--- config.mk ---
export PLATFORM = sky130hd
export DESIGN_NAME = nseg_scroll_display
export DESIGN_NICKNAME = d
export VERILOG_FILES = /design/src/rtl/nseg_scroll_display.sv
export SDC_FILE = /design/constraint.sdc
export NUM_CORES = 1
export LEC_CHECK = 0
export ABC_AREA = 1
export CAP_MARGIN = 15
export CORE_MARGIN = 8
export CORE_UTILIZATION = 55
export DETAILED_ROUTE_END_ITERATION = 10
export MAX_ROUTING_LAYER = met4
export PLACE_DENSITY = 0.77
export SYNTH_ARGS = -nofsm -noshare
export SYNTH_HDL_FRONTEND = slang
export SYNTH_SLANG_ARGS = --single-unit
--- constraint.sdc ---
create_clock -name clk -period 2.6 [get_ports clk]
set_input_delay 0.39 -clock clk [delete_from_list [all_inputs] [get_ports clk]]
set_output_delay 0.39 -clock clk [all_outputs]
set_load 0.1 [all_outputs]
--- src/rtl/nseg_scroll_display.sv ---
// rtl/nseg_scroll_display.sv - N-digit multiplexed seven-segment driver with loadable scrolling message
//
// Ports:
//   clk      - single rising-edge clock
//   reset    - synchronous, active-high
//   button   - raw asynchronous push-button
//   mode     - 0: step per press, 1: auto-scroll with press toggling pause
//   wr_en    - message write strobe
//   wr_addr  - message write address (addresses >= MSG_LEN are ignored)
//   wr_data  - 4-bit character written into the message
//   an       - active-low anodes, an[NUM_DIGITS-1] is the leftmost digit
//   seg      - active-low segments {a,b,c,d,e,f,g}
//   dp       - decimal point, always off
//   ptr      - current scroll position (message index shown on the leftmost digit)
module nseg_scroll_display #(
    parameter int NUM_DIGITS   = 4,
    parameter int MSG_LEN      = 16,
    parameter int DIGIT_CYCLES = 16,
    parameter int BLANK_CYCLES = 2,
    parameter int SCROLL_DIV   = 500000,
    parameter int DEBOUNCE     = 16,
    localparam int AW = $clog2(MSG_LEN)
) (
    input  logic                  clk,
    input  logic                  reset,
    input  logic                  button,
    input  logic                  mode,
    input  logic                  wr_en,
    input  logic [AW-1:0]         wr_addr,
    input  logic [3:0]            wr_data,
    output logic [NUM_DIGITS-1:0] an,
    output logic [6:0]            seg,
    output logic                  dp,
    output logic [AW-1:0]         ptr
);

    localparam int SW = $clog2(DIGIT_CYCLES);
    localparam int DW = $clog2(NUM_DIGITS);
    localparam int TW = $clog2(SCROLL_DIV);
    localparam int CW = $clog2(DEBOUNCE + 1);

    // ------------------------------------------------------------------
    // Button: two-flop synchroniser, then a stability counter. The
    // counter only runs while the synchronised sample disagrees with the
    // accepted level, so any bounce back to the old level restarts it.
    // ------------------------------------------------------------------
    logic          sync1_q, sync2_q;
    logic          db_q, db_prev_q;
    logic [CW-1:0] db_cnt_q;
    logic          press;

    always_ff @(posedge clk) begin
        if (reset) begin
            sync1_q   <= 1'b0;
            sync2_q   <= 1'b0;
            db_q      <= 1'b0;
            db_prev_q <= 1'b0;
            db_cnt_q  <= '0;
        end else begin
            sync1_q   <= button;
            sync2_q   <= sync1_q;
            db_prev_q <= db_q;
            if (sync2_q == db_q) begin
                db_cnt_q <= '0;
            end else if (db_cnt_q == CW'(DEBOUNCE - 1)) begin
                db_q     <= sync2_q;
                db_cnt_q <= '0;
            end else begin
                db_cnt_q <= db_cnt_q + CW'(1);
            end
        end
    end

    assign press = db_q & ~db_prev_q;

    // ------------------------------------------------------------------
    // Scroll control. The only FSM state is run/paused; the timer and
    // ptr are computed alongside it. A mode change takes priority over
    // everything else in its cycle and leaves ptr alone.
    // ------------------------------------------------------------------
    typedef enum logic {
        ST_RUN    = 1'b0,
        ST_PAUSED = 1'b1
    } scroll_state_t;

    scroll_state_t state_q, state_d;
    logic          mode_q;
    logic          mode_chg;
    logic [TW-1:0] timer_q, timer_d;
    logic [AW-1:0] ptr_q, ptr_d;

    function automatic logic [AW-1:0] ptr_step(input logic [AW-1:0] p);
        return (p == AW'(MSG_LEN - 1)) ? '0 : p + AW'(1);
    endfunction

    assign mode_chg = mode ^ mode_q;

    always_ff @(posedge clk) begin
        if (reset) begin
            state_q <= ST_RUN;
            mode_q  <= 1'b0;
            timer_q <= '0;
            ptr_q   <= '0;
        end else begin
            state_q <= state_d;
            mode_q  <= mode;
            timer_q <= timer_d;
            ptr_q   <= ptr_d;
        end
    end

    always_comb begin
        state_d = state_q;
        timer_d = timer_q;
        ptr_d   = ptr_q;
        if (mode_chg) begin
            state_d = ST_RUN;
            timer_d = '0;
        end else if (!mode) begin
            timer_d = '0;
            if (press) begin
                ptr_d = ptr_step(ptr_q);
            end
        end else if (press) begin
            // The press cycle itself only flips the pause flag.
            state_d = (state_q == ST_RUN) ? ST_PAUSED : ST_RUN;
        end else if (state_q == ST_RUN) begin
            if (timer_q == TW'(SCROLL_DIV - 1)) begin
                timer_d = '0;
                ptr_d   = ptr_step(ptr_q);
            end else begin
                timer_d = timer_q + TW'(1);
            end
        end
    end

    // ------------------------------------------------------------------
    // Message memory. Reset restores the i mod 16 pattern.
    // ------------------------------------------------------------------
    logic [3:0] msg [MSG_LEN];

    always_ff @(posedge clk) begin
        if (reset) begin
            for (int i = 0; i < MSG_LEN; i++) begin
                msg[i] <= 4'(i % 16);
            end
        end else if (wr_en && ({1'b0, wr_addr} < (AW + 1)'(MSG_LEN))) begin
            msg[wr_addr] <= wr_data;
        end
    end

    // ------------------------------------------------------------------
    // Refresh: slot counter s, digit index d. The character for digit d
    // is sampled once at s==0, so writes or scrolls never disturb a slot
    // that is already being shown.
    // ------------------------------------------------------------------
    logic [SW-1:0] s_q;
    logic [DW-1:0] d_q;
    logic [6:0]    seg_q;
    logic [AW:0]   idx_sum;
    logic [AW-1:0] idx;
    logic [3:0]    char_sel;

    function automatic logic [6:0] seg_decode(input logic [3:0] c);
        logic [6:0] r;
        case (c)
            4'h0: r = 7'b0000001;
            4'h1: r = 7'b1001111;
            4'h2: r = 7'b0010010;
            4'h3: r = 7'b0000110;
            4'h4: r = 7'b1001100;
            4'h5: r = 7'b0100100;
            4'h6: r = 7'b0100000;
            4'h7: r = 7'b0001111;
            4'h8: r = 7'b0000000;
            4'h9: r = 7'b0000100;
            4'hA: r = 7'b0001000;
            4'hB: r = 7'b1100000;
            4'hC: r = 7'b0110001;
            4'hD: r = 7'b1000010;
            4'hE: r = 7'b0110000;
            4'hF: r = 7'b0111000;
        endcase
        return r;
    endfunction

    // Digit d shows msg[(ptr + NUM_DIGITS-1-d) mod MSG_LEN]; the sum is
    // below 2*MSG_LEN so one conditional subtraction folds it back.
    always_comb begin
        idx_sum  = {1'b0, ptr_q} + (AW + 1)'(NUM_DIGITS - 1) - (AW + 1)'(d_q);
        idx      = AW'((idx_sum >= (AW + 1)'(MSG_LEN)) ? idx_sum - (AW + 1)'(MSG_LEN) : idx_sum);
        char_sel = msg[idx];
    end

    always_ff @(posedge clk) begin
        if (reset) begin
            s_q   <= '0;
            d_q   <= '0;
            seg_q <= 7'b1111111;
        end else begin
            if (s_q == SW'(DIGIT_CYCLES - 1)) begin
                s_q <= '0;
                d_q <= (d_q == DW'(NUM_DIGITS - 1)) ? '0 : d_q + DW'(1);
            end else begin
                s_q <= s_q + SW'(1);
            end
            if (s_q == '0) begin
                seg_q <= seg_decode(char_sel);
            end
        end
    end

    // Anode guard bands at both ends of the slot keep the segment change
    // at s==1 and the digit hand-over well away from any lit anode.
    always_comb begin
        an = '1;
        if (({1'b0, s_q} >= (SW + 1)'(BLANK_CYCLES)) &&
            ({1'b0, s_q} <  (SW + 1)'(DIGIT_CYCLES - BLANK_CYCLES))) begin
            an[d_q] = 1'b0;
        end
    end

    assign seg = seg_q;
    assign dp  = 1'b1;
    assign ptr = ptr_q;

endmodule

**Yosys cells after proc, flatten, opt, wreduce, memory -nomap -nowiden**

Memory sizes are Yosys's and may differ from the RTL's. A register that Yosys moved wholly into a read port is not among the register bits.
Index checks and enable logic that the tools add are counted.

- Logic and storage cells: 78
- Register bits: 40
- Input port bits: 13
- ROM bits: 112
- Memory bits (writable): 64
- Memories: 2
- Output and inout port bits: 16

Memory list:

| name | depth | bits a word | read ports | clocked after Yosys merged registers in | wr ports | line | text |
|---|---|---|---|---|---|---|---|
| (no name shown) | 16 | 7 | 1 | 1 | 0 | 166 | `case (c)` |
| msg | 16 | 4 | 1 | 0 | 16 | 140 | `logic [3:0] msg [MSG_LEN];` |

- Add/sub/neg operators: 8
- Order comparisons: 5
- Reduce and logical (&&, ||, !) cells: 14
- Eq/ne operators: 8
- Mux-type cells: 21
- Bitwise gates (word level): 9

Operator list:

| operator | count |
|---|---|
| $mux W4 | 10 |
| $add A19 B1 Y19 const B | 1 |
| $eq A19 B19 Y1 const B | 1 |
| $mux W19 | 1 |
| $add A4 B1 Y4 const B | 2 |
| $eq A4 B4 Y1 const B | 2 |
| $mux W1 | 8 |
| $not A1 Y1 | 6 |
| $reduce_and A2 Y1 | 3 |
| $reduce_or A3 Y1 | 2 |
| $add A4 B2 Y5 const B | 1 |
| $add A5 B1 Y5 const B | 1 |
| $eq A5 B4 Y1 const B | 1 |
| $ge A5 B5 Y1 const B | 1 |
| $reduce_and A5 Y1 | 1 |
| $sub A5 B2 Y5 | 1 |
| $ge A4 B2 Y1 const B | 1 |
| $logic_not A4 Y1 | 1 |
| $lt A4 B4 Y1 const B | 1 |
| $ne A2 B2 Y1 const B | 2 |
| $not A4 Y4 | 1 |
| $reduce_bool A2 Y1 | 2 |
| $reduce_or A2 Y1 | 2 |
| $reduce_or A4 Y1 | 1 |
| 11 further kinds | 12 |

**Longest topological paths before layout**

- Depth in word-level cells: 6
- Depth in mapped cells: 18
- Gate-level depth less buffers: 16

**Least setup slack after synthesis**

Ideal clock, no wire load.

- Kind: flip-flop to flip-flop
- Start: reg ptr_q[1] (netlist: ptr[1])
- End: reg seg_q[3] (netlist: seg[3])
- Buffers on the path: 1
- Arrival: 3.112 ns
- Setup slack: -0.629 ns
- Library setup time: 0.117 ns
- Cell stages (with the launch flop): 15
- Cell sequence: dfxtp_1 ha_1 ha_1 inv_1 fa_1 clkbuf_1 nand3_1 nand3_1 nand2_2 inv_1 ha_1 nand2_1 nand3_1 nand3_1 nand2_1

- Word-level cells in the longest chain between the ends: 5
- Elaborated cells on any way between the ends: 6

Ends and longest elaborated chain:

| element | line | text |
|---|---|---|
| start, declared | 90 | `logic [AW-1:0] ptr_q, ptr_d;` |
| start signal, assigned | 108 | `ptr_q <= ptr_d;` |
| $add A4 B2 Y5 (*) | 190 | `idx_sum = {1'b0, ptr_q} + (AW + 1)'(NUM_DIGITS - 1) - (AW + 1)'(d_q);` |
| $sub A5 B2 Y5 (*) | 190 |  |
| $sub A4 B1 Y4 / $ge A5 B5 Y1 (equally long branches) | 191 | `idx = AW'((idx_sum >= (AW + 1)'(MSG_LEN)) ? idx_sum - (AW + 1)'(MSG_LEN) : idx_sum);` |
| $mux W4 (*) | 191 |  |
| $mem_v2 Z16 W4 (*) | -- |  |
| end, declared | 159 | `logic [6:0] seg_q;` |

Mark *: on every way between the ends. The rest lies on a longest branch, timed or not.
A chain may end at the register's enable or synchronous reset.

**Worst setup path in the final report**

- Start: reg d_q[1]
- End: reg seg_q[4] (netlist: seg[4])

- Word-level cells in the longest chain between the ends: 4
- Elaborated cells on any way between the ends: 5

Ends and longest elaborated chain:

| element | line | text |
|---|---|---|
| start, declared | 158 | `logic [DW-1:0] d_q;` |
| start signal, assigned | 203 | `d_q <= (d_q == DW'(NUM_DIGITS - 1)) ? '0 : d_q + DW'(1);` |
| $sub A5 B2 Y5 (*) | 190 |  |
| $sub A4 B1 Y4 / $ge A5 B5 Y1 (equally long branches) | 191 |  |
| $mux W4 (*) | 191 |  |
| $mem_v2 Z16 W4 (*) | -- |  |

Marks and branches as above.

==> flow_results.org <==
** Timing
- Headroom to the max-slew limit came out at 0.540.
- Maximum clock frequency :: 393 MHz
- Clk_skew :: 0.0107 ns
- Setup repair after global routing missed its margin :: true
- Minimum clock period after layout :: 2.54 ns
- Setup violations remaining at the end of the flow were counted as 0.
- The number of failing hold endpoints at the final stage is 0.
- Slew at the pin closest to its max-slew limit :: 0.689 ns
- The number of pins with negative max-slew slack in the final report came to 0.
- Dividing the final minimum period by the clock period gives 0.978.

** Setup path
- The critical path goes through inv_2 > ha_4 > ha_4 > inv_2 > fa_2 > buf_6 > nand3_4 > nand3_4 > nand2_8 > inv_8 > ha_2 > nand3_2 > a21oi_2 > nand2_1 > nand2_1.
- The worst register-to-register path begins at d_q[1]$_SDFFE_PP0P_.
- The cell family contributing the most delay on the critical path is adder cells.
- Together, buffers and inverters on the worst path number 4.
- Largest fanout of any net on the critical path :: 8
- Worst Setup End Kind :: flop
- Data arrives at the worst endpoint at 2.89 ns.
- Data on the critical path is required at its endpoint by 2.95 ns.
- Startpoint Class :: flop
- The setup check on the worst reg-to-reg path leaves a slack of 0.06 ns.
- In this run the critical register-to-register path is captured at seg[4]$_SDFFE_PP1N_.
- The critical path in this run is classified as reg2reg.
- Slowest-stage cell, CP :: sky130_fd_sc_hd__fa_2
- Longest individual stage delay on the worst path :: 0.58 ns
- Counting cells, the worst reg-to-reg path comes to 15.

** Logic synthesis
- Counting flops with a built-in enable in the synthesized netlist gives 64.
- Most common flop cell mapped by yosys :: sky130_fd_sc_hd__edfxtp_1
- Measured against the total synthesized area, the mux share comes to 0.
- Top cell type's share of synthesized area :: 0.325
- Of the total synthesized cell area, the portion taken by XOR and XNOR cells is 0.0146.
- Area contributors post-synth :: sky130_fd_sc_hd__edfxtp_1, sky130_fd_sc_hd__dfxtp_1, sky130_fd_sc_hd__nand2_1, sky130_fd_sc_hd__nor2_1, sky130_fd_sc_hd__inv_1
- Sequential cell area fraction in the yosys report :: 0.484
- Synthesized instance count :: 749
- Top cell types by occurrence after synthesis :: sky130_fd_sc_hd__nand2_1, sky130_fd_sc_hd__nor2_1, sky130_fd_sc_hd__inv_1
- Post-synthesis share of cell area spent on and, or, nand and nor gates :: 0.315
- Averaged over all synthesized cells, the footprint is 7.90 um^2.
- Summed over all instances, the cell type with the most area after synthesis is sky130_fd_sc_hd__edfxtp_1.
- Yosys mapped the design onto 42 distinct sky130hd cell types.
- Register bit total from synthesis :: 111
- Yosys printed 0 warnings.
- Fraction of registers with async set or reset after synthesis :: 0
- Largest family of logic cells by synthesized area :: simple AND/OR/NAND/NOR gates
- Of the total synthesized cell area, the portion taken by full adders, half adders and majority gates is 0.0457.
- The most common cell in the synthesized netlist is sky130_fd_sc_hd__nand2_1.
- Mapped Nets :: 783
- Synthesized cell area :: 5920 um^2
- Synthesized-area fraction occupied by ao, oa, aoi and oai cells :: 0.0503

** Power and ir drop
- For this design the ratio of total power to cell area is 524 nW/um^2.
- In this run the static leakage power is 0.00277 uW.
- Maximum vdd ir drop :: 0.251 mV

** Hold path
- Hold depth :: 2
- Min-Delay Endpoint :: sync2_q$_SDFF_PP0_
- In this run the most critical hold path is launched from sync1_q$_SDFF_PP0_.
- In this run the worst hold path is classified as reg2reg.

** Floorplanning
- Floorplan Core Area :: 10700 um^2
- The initial utilization of the core area, before any placement, comes to 0.555.
- Die Span Y :: 120 um
- The floorplan has 38 rows.
- Die Wd :: 120 um
- IO Pins :: 29
- The die covers 14300 um^2.

** Clock network
- Counting every sink on the clock net gives 111.
- TritonCTS clock tree :: done
- Hold-fix buffers at CTS :: 0
- Clock buffer count from CTS :: 9
- For the worst-skew pair, the clock arrives at the later sink with an insertion delay of 0.39 ns.
- CTS Root Buffer Type :: sky130_fd_sc_hd__clkbuf_8
- The H-tree generated during clock tree synthesis spans 3 levels.
- Clock slew at the register clock pins of the worst setup and hold paths :: 0.11 ns
- Maximum buffer depth of the clock tree :: 2

** Finish
- Of the cells placed in the final design, the portion with a size suffix greater than 1 is 0.143.
- After the last flow step, the layout net total stands at 819.
- Relative to the synthesized area, the layout overhead comes to 14.7%.
- Antenna diode count :: 0
- After filler insertion, the fill cell instance count of the layout stands at 885.
- The finished cells cover 6790 um^2.
- For this run, the share of the core covered by cells in the final layout is 0.637.

** Place
- Once detailed placement completed, the half-perimeter wirelength came to 9220 um.
- During placement, the flow inserted port buffers numbering 27.
- The congestion estimate from routability-driven global placement came to 0.914.
- DP Area :: 6310 um^2

** Run status
- The run finished with clean final reports.

** Routing
- DR DRC count :: 0
- Dividing the detail-routed via count by the number of cells gives 5.29.
- For this run, the detailed router's first-pass iteration total came to 5.
- Summed over all layers, the routed wires come to 13300 um.
- Post-route antenna net violation count :: 0
- Average detailed-routed wire length per instance :: 14.3 um
- Detailed-route via count :: 4918
- First-iteration detailed-routing DRC count :: 391

** GRT
- The number of antenna violations at the first check in global routing came to 0.
- Pin count of the biggest net entering global routing :: 22
- For this run, the total global-route usage over all layers was measured as 0.193.
- Global-route wire length before repair :: 22000 um
- The total overflow left after global routing is 0.
- Vias in the first global route :: 4732

** Job
- Max-Cap Viols :: 0
[cell families (layout without fill, tap and decap cells)]
| group | after synthesis | count (layout) |
|---|---|---|
| buffers and inverters | 126 | 167 |
| adders and majority gates | 21 | 21 |
| other | 1 | 1 |
| DFF | 111 | 111 |
| xor gates and xnor gates | 9 | 9 |
| AOI/OAI and AO/OA | 55 | 55 |
| and+or+nand+nor | 426 | 426 |
[power breakdown]
part           internal [uW]  switching, uW  total, uW
clock network            517            625       1140
registers               1930           31.6       1960
logic                    115            333        448
total                   2560            990       3550
[stage by stage]
stage	setup TNS [ns]	std cells	total power (uW)	worst slack (ns)	hold slack, ns
3_3_place_gp	0	907	2420	0.0566	0.417
2_1_floorplan	0	749	2310	0.0131	0.388
3_5_place_dp	-0.0568	907	2430	-0.0245	0.414
5_1_grt	-0.203	930	3690	-0.0525	0.447
4_1_cts	0	927	3550	0.00491	0.431
6_report	0	930	3550	0.0569	0.429
[registers in the layout (all words and copies together), names as in the netlist]
signal,flops
d_q,2
db_cnt_q,5
db_prev_q,1
db_q,1
mode_q,1
msg,64
ptr,4
s_q,4
seg,7
state_q,1
sync1_q,1
sync2_q,1
timer_q,19
[area by class of cell]
type	instances	area [um^2]	area share
flip-flops and latches	111	2870	0.423
multi-input cells	512	2730	0.402
inverters	104	407	0.0599
repair buffers	47	387	0.0570
well taps	140	175	0.0258
clock buffers	10	149	0.0219
clock inverters	6	70.1	0.0103
[layout by cell type (no fill, tap or decap), types with 3 or more instances in the layout]
cell type                         synthesis  final
sky130_fd_sc_hd__xor2_1                   6      6
sky130_fd_sc_hd__dfxtp_1                 47     42
sky130_fd_sc_hd__nor2_1                 104    104
sky130_fd_sc_hd__inv_6                    0      4
sky130_fd_sc_hd__ha_1                    20     13
sky130_fd_sc_hd__inv_1                   98     94
sky130_fd_sc_hd__nand3_1                 68     57
sky130_fd_sc_hd__nor3b_1                  3      3
sky130_fd_sc_hd__a21oi_1                 31     29
sky130_fd_sc_hd__nor2_4                   3      3
sky130_fd_sc_hd__nand4_1                 12     12
sky130_fd_sc_hd__inv_4                    2      3
sky130_fd_sc_hd__dfxtp_2                  0      3
sky130_fd_sc_hd__nand3_4                  0      5
sky130_fd_sc_hd__clkdlybuf4s50_1          0     12
sky130_fd_sc_hd__o21ai_0                 16     16
sky130_fd_sc_hd__clkbuf_8                 0      9
sky130_fd_sc_hd__edfxtp_1                64     64
sky130_fd_sc_hd__nor3_1                  12     12
sky130_fd_sc_hd__inv_2                    2      5
sky130_fd_sc_hd__nand3_2                  6     12
sky130_fd_sc_hd__nand2_2                  4      4
sky130_fd_sc_hd__ha_4                     0      5
sky130_fd_sc_hd__nand2_1                204    202
sky130_fd_sc_hd__or2_2                    3      3
sky130_fd_sc_hd__buf_4                    5     34
sky130_fd_sc_hd__nand2_4                  3      4
[how the worst max path moves through the flow]
| stage | depth (start not counted) | endpoint | slack [ns] | startpoint |
|---|---|---|---|---|
| after floorplan | 14 | seg[3]$_SDFFE_PP1N_ | 0.01 | ptr[1]$_SDFFE_PP0P_ |
| after global placement | 15 | seg[5]$_SDFFE_PP1N_ | 0.06 | d_q[1]$_SDFFE_PP0P_ |
| after detailed placement | 15 | seg[3]$_SDFFE_PP1N_ | -0.02 | d_q[1]$_SDFFE_PP0P_ |
| after CTS | 15 | seg[3]$_SDFFE_PP1N_ | 0.005 | d_q[1]$_SDFFE_PP0P_ |
| after global routing | 15 | seg[4]$_SDFFE_PP1N_ | -0.05 | d_q[1]$_SDFFE_PP0P_ |
| final | 15 | seg[4]$_SDFFE_PP1N_ | 0.06 | d_q[1]$_SDFFE_PP0P_ |
[what timing repair did]
item | 4_1_cts | 5_1_grt
gates resized for setup | 3 | 40
pin swaps | 2 | 8
buffers inserted | 4 | 3
endpoints found under the setup margin | 6 | 7
[worst reg2reg max path: cells and delay by family (launching register included)]
family	cells	cell delay (ns)
compound gates	1	0.13
fa+ha+maj	4	1.16
buf+inv	4	0.33
flops	1	0.36
simple gates	6	0.53
[routing by layer]
layer / global-route usage / share of wire
met1: 0.233 / 0.42
met2: 0.321 / 0.51
met3: 0.0268 / 0.052
met4: 0.0781 / 0.020
met5: - / 0
(Power assumes the default switching activity.)
